**config.mk**
```make
export PLATFORM = sky130hd
export DESIGN_NAME = intest_response_misr
export DESIGN_NICKNAME = d
export VERILOG_FILES = /design/src/rtl/intest_response_misr.sv
export SDC_FILE = /design/constraint.sdc
export NUM_CORES = 1
export LEC_CHECK = 0
export ABC_AREA = 1
export CORE_ASPECT_RATIO = 2
export CORE_MARGIN = 2
export CORE_UTILIZATION = 23
export CTS_BUF_LIST = sky130_fd_sc_hd__clkbuf_8
export DETAILED_ROUTE_END_ITERATION = 10
export PLACE_DENSITY = 0.44
export REMOVE_ABC_BUFFERS = 1
export SETUP_SLACK_MARGIN = 0.4
export SLEW_MARGIN = 20
export SYNTH_ARGS = -nofsm -noshare
export SYNTH_HDL_FRONTEND = slang
export SYNTH_SLANG_ARGS = --single-unit
```
**constraint.sdc**
```tcl
create_clock -name cirCLK -period 2.9 [get_ports cirCLK]
set_clock_uncertainty 0.15 [all_clocks]
set_input_delay 0.435 -clock cirCLK [delete_from_list [all_inputs] [get_ports cirCLK]]
set_output_delay 0.435 -clock cirCLK [all_outputs]
set_load 0.02 [all_outputs]
```
**src/rtl/intest_response_misr.sv**
```systemverilog
// INTEST response analyser: compacts the wrapper output into a MISR signature on each
// rising edge of done, then checks it against a golden value or flags a watchdog timeout.
module intest_response_misr #(
   parameter int             W       = 66,
   parameter int             N_PAT   = 16,
   parameter logic [W-1:0]   POLY    = 66'h0000000000000002D,
   parameter int             TIMEOUT = 1024
) (
   input  logic                         cirCLK,
   input  logic                         cirRST,
   input  logic                         armIn,
   input  logic [W-1:0]                 dutOut,
   input  logic [W-1:0]                 expSig,
   output logic [W-1:0]                 sigOut,
   output logic [$clog2(N_PAT+1)-1:0]   patCount,
   output logic                         busy,
   output logic                         finished,
   output logic                         pass,
   output logic                         fail,
   output logic                         timeout
);

   localparam int CW = $clog2(N_PAT + 1);
   localparam int TW = (TIMEOUT > 1) ? $clog2(TIMEOUT) : 1;

   localparam logic [CW-1:0] PAT_LAST = CW'(N_PAT - 1);
   localparam logic [CW-1:0] PAT_MAX  = CW'(N_PAT);
   localparam logic [TW-1:0] WD_MAX   = TW'(TIMEOUT - 1);

   localparam logic [1:0] S_IDLE    = 2'd0;
   localparam logic [1:0] S_CAPTURE = 2'd1;
   localparam logic [1:0] S_COMPARE = 2'd2;
   localparam logic [1:0] S_REPORT  = 2'd3;

   logic [1:0]    state_q,   state_d;
   logic [W-1:0]  sig_q,     sig_d;
   logic [CW-1:0] pat_q,     pat_d;
   logic [TW-1:0] wd_q,      wd_d;
   logic          pass_q,    pass_d;
   logic          fail_q,    fail_d;
   logic          timeout_q, timeout_d;
   logic          done_q;
   logic          cap;
   logic [W-1:0]  misr_next;

   // A restart on armIn wins over a coincident done edge, so that edge is never compacted.
   assign cap       = (state_q == S_CAPTURE) & dutOut[0] & ~done_q & ~armIn;
   assign misr_next = {sig_q[W-2:0], 1'b0} ^ (sig_q[W-1] ? POLY : '0) ^ dutOut;

   always_comb begin
      state_d   = state_q;
      sig_d     = sig_q;
      pat_d     = pat_q;
      wd_d      = wd_q;
      pass_d    = pass_q;
      fail_d    = fail_q;
      timeout_d = timeout_q;

      if (armIn) begin
         state_d   = S_CAPTURE;
         sig_d     = '0;
         pat_d     = '0;
         wd_d      = '0;
         pass_d    = 1'b0;
         fail_d    = 1'b0;
         timeout_d = 1'b0;
      end else begin
         case (state_q)
            S_CAPTURE: begin
               if (cap) begin
                  sig_d = misr_next;
                  wd_d  = '0;
                  if (pat_q != PAT_MAX) begin
                     pat_d = pat_q + 1'b1;
                  end
                  if (pat_q == PAT_LAST) begin
                     state_d = S_COMPARE;
                  end
               end else if (wd_q == WD_MAX) begin
                  state_d   = S_REPORT;
                  timeout_d = 1'b1;
                  fail_d    = 1'b1;
                  pass_d    = 1'b0;
               end else begin
                  wd_d = wd_q + 1'b1;
               end
            end
            S_COMPARE: begin
               pass_d  = (sig_q == expSig);
               fail_d  = (sig_q != expSig);
               state_d = S_REPORT;
            end
            default: begin
            end
         endcase
      end
   end

   always_ff @(posedge cirCLK or negedge cirRST) begin
      if (!cirRST) begin
         state_q   <= S_IDLE;
         sig_q     <= '0;
         pat_q     <= '0;
         wd_q      <= '0;
         pass_q    <= 1'b0;
         fail_q    <= 1'b0;
         timeout_q <= 1'b0;
         done_q    <= 1'b0;
      end else begin
         state_q   <= state_d;
         sig_q     <= sig_d;
         pat_q     <= pat_d;
         wd_q      <= wd_d;
         pass_q    <= pass_d;
         fail_q    <= fail_d;
         timeout_q <= timeout_d;
         done_q    <= dutOut[0];
      end
   end

   assign sigOut   = sig_q;
   assign patCount = pat_q;
   assign busy     = (state_q == S_CAPTURE) | (state_q == S_COMPARE);
   assign finished = (state_q == S_REPORT);
   assign pass     = pass_q;
   assign fail     = fail_q;
   assign timeout  = timeout_q;

endmodule

```
==> flow_summary.yaml <==
outcome:
  outcome: "completed"
routing:
  ant_nets: 0
  highest_layer: "met4"
  routed-wl-met2_mm: 11.33
  wl_met1_mm: 6.461
  wl_per_cell_um: 15.76
  avgViaCountPerCell: 4.168
  first_pass_iters: 4
  vias: 4943
  drc: 0
  drt_iter0_markers: 128
  wirelength_mm: 18.70
  met3WireLength_um: 589
hold_path:
  min-delay-start: "fail$_DFFE_PN0P_"
  hp-class: "reg2reg"
cts:
  clk_pin_slew_ps: 100
  cts_tree: "yes"
  cts_buffers: 9
  insertion_delay_ps: 380
  ctsHoldBuffers: 1
  cts_resized: 0
  cts.path.max_buffers: 2
  postCtsSetupBuffers: 0
  cts.sinks: 87
  cts_root_buf: "clkbuf_8"
  htree_num_levels: 3
die:
  die_h_um: 220.1
  die_x_um: 112.0
  coreArea_um2: 23130
  io_pins: 211
  fp-row-count: 79
  die-area_um2: 24660
  start_util_pct: 23.21
flow_run:
  maxCapViolations: 0
yosys:
  synth.avg_cell_area_um2: 7.838
  synth_edf_count: 0
  synth_top_cell_by_area: "dfrtp_1"
  synth_top_family_by_area: "simple AND/OR/NAND/NOR gates"
  synth.area.top_cells: "dfrtp_1 (41%), nand2_1 (13%), xnor2_1 (13%)"
  yosysSeqAreaShare_pct: 40.55
  synth_cell_types: 31
  yosys.area_share.simple_pct: 21.46
  synth_most_common_cell: "nand2_1"
  syn_area_um2: 5369
  ys_ff_latch: 87
  synth-main-ff-cell: "dfrtp_1"
  synth_common_cells: "nand2_1 (187), inv_1 (113), dfrtp_1 (87), xnor2_1 (79), nor2_1 (49)"
  yosysWarningCount: 0
  synthCells: 685
  async_flop_share_pct: 100.0
  synth-xor-area-share_pct: 13.70
  synthMuxAreaShare_pct: 0
  synth_compound_area_share_pct: 12.30
  synthAdderAreaFrac_pct: 1.631
  synth_top_cell_area_share_pct: 40.55
setup_path:
  crit_path_max_fanout: 4
  r2r_start: "state_q[0]$_DFFE_PN0P_"
  worstPathRequired_ps: 2320
  crit_path_start: "state_q[0]$_DFFE_PN0P_"
  worstSetupEndpointType: "output pin"
  r2r_setup_slack_ps: 990
  crit_arrival_ps: 1770
  cp-start-kind: "register"
  critPathKind: "reg2out"
global_route:
  grt_pass1_vias: 5229
  grt_pass1_wl_mm: 28.89
  grt_max_degree: 46
  track_usage_pct: 15.24
  antenna_found_initial: 0
  grt-ovfl-total: 0
pwr:
  p_leak_nw: 3.438
  power_density_nw_per_um2: 503.1
  peakVddDrop_uv: 292.4
layout:
  final_cells: 1186
  fin_util_pct: 34.65
  fin_nets: 1040
  areaGrowthSynthToFinish_pct: 49.29
  fin_area_um2: 8015
  drive_gt1_share_pct: 7.198
  diodes: 0
timing:
  relSlewSlack_pct: 58.00
  timing.fmax_ghz: 0.4241
  slew_violations: 0
  fin_hold_ws_ps: 350.8
  rsz0062_at_grt: "no"
  finalSetupViolCount: 0
  fin_crit_ps: 2358
  final.setup.tns_ps: 0
  period_share_pct: 81.31
  worst_pin_slew_ps: 630.1
  hold_violations: 0
placement:
  postPlaceCellArea_um2: 7760
  port_buffers: 210
  hpwl_mm: 14.76
  place_congestion: 0.7952
  place_inst: 1169
==> flip-flops by register name (all words and copies together) (netlist names) <==
name and flops:
pass 1, wd_q 10, state_q 2, fail 1, patCount 5, timeout 1
done_q 1, sigOut 66
==> where the power goes <==
part | internal [mW] | switching [mW] | total (mW)
clock | 0.576 | 0.492 | 1.07
sequential | 1.35 | 0.178 | 1.52
combinational | 0.701 | 0.740 | 1.44
==> worst max-delay path, stage by stage, from the launching register on <==
cell and delay [ps]:
dfrtp_1 410, inv_1 60, ha_1 280, inv_1 60, clkdlybuf4s50_1 600
==> final cells by class <==
class / instances / area (um^2)
Multi-Input combinational cell: 467 / 2636
Inverter: 116 / 435.4
Sequential cell: 87 / 2177
Clock inverter: 7 / 121.4
Tap cell: 283 / 354.1
Fill cell: 2487 / 15110
Timing Repair Buffer: 217 / 2167
Clock buffer: 9 / 123.9
==> routing by layer <==
metal | up-vias | global-route usage (%)
met3 | 13 | 1.870
met2 | 115 | 31.39
met5 | - | 0
met4 | 0 | 4.756
li1 | 2558 | -
met1 | 2257 | 15.54
==> worst paths after layout <==
kind / to / cells past startpoint
max: busy / 4
min: fail$_DFFE_PN0P_ / 2
max reg2reg: fail$_DFFE_PN0P_ / 10
min reg2reg: fail$_DFFE_PN0P_ / 2
max in group asynchronous: sigOut[35]$_DFFE_PN0P_ / 3
min in group asynchronous: sigOut[60]$_DFFE_PN0P_ / 2
==> logic make-up (layout without fill, tap and decap cells) <==
kind of cell | after synthesis | after routing
fa+ha+maj | 7 | 7
xor+xnor | 84 | 84
compound gates | 98 | 98
flops | 87 | 87
simple gates | 278 | 278
buf+inv | 131 | 349
==> cells in the final DEF, fill, tap and decap left out, types with 2 or more instances in the layout <==
master / netlist / layout
a21oi_1: 6 / 6
a31oi_1: 2 / 2
buf_4: 2 / 6
bufinv_16: 0 / 3
clkbuf_8: 0 / 9
clkdlybuf4s50_1: 0 / 209
clkinv_4: 0 / 3
dfrtp_1: 87 / 87
ha_1: 7 / 7
inv_1: 113 / 113
inv_2: 3 / 3
nand2_1: 187 / 187
nand2_2: 6 / 6
nand3_1: 13 / 13
nand3b_1: 2 / 2
nand4_1: 8 / 8
nor2_1: 49 / 49
nor2_2: 2 / 2
nor3_1: 4 / 4
o21ai_0: 21 / 21
o21ai_1: 2 / 2
o21ai_2: 18 / 18
o22ai_1: 42 / 42
o22ai_2: 6 / 6
or2_2: 3 / 3
xnor2_1: 79 / 79
xor2_1: 5 / 5
==> through the flow <==
step                      setup slack (ps)  total power [mW]
after floorplan                      645.9             2.276
after global placement               503.1             3.018
after detailed placement             513.1             3.013
after CTS                            490.8             4.108
after global routing                 449.2             4.297
final                                542.0             4.032
(Power assumes the default switching activity.)
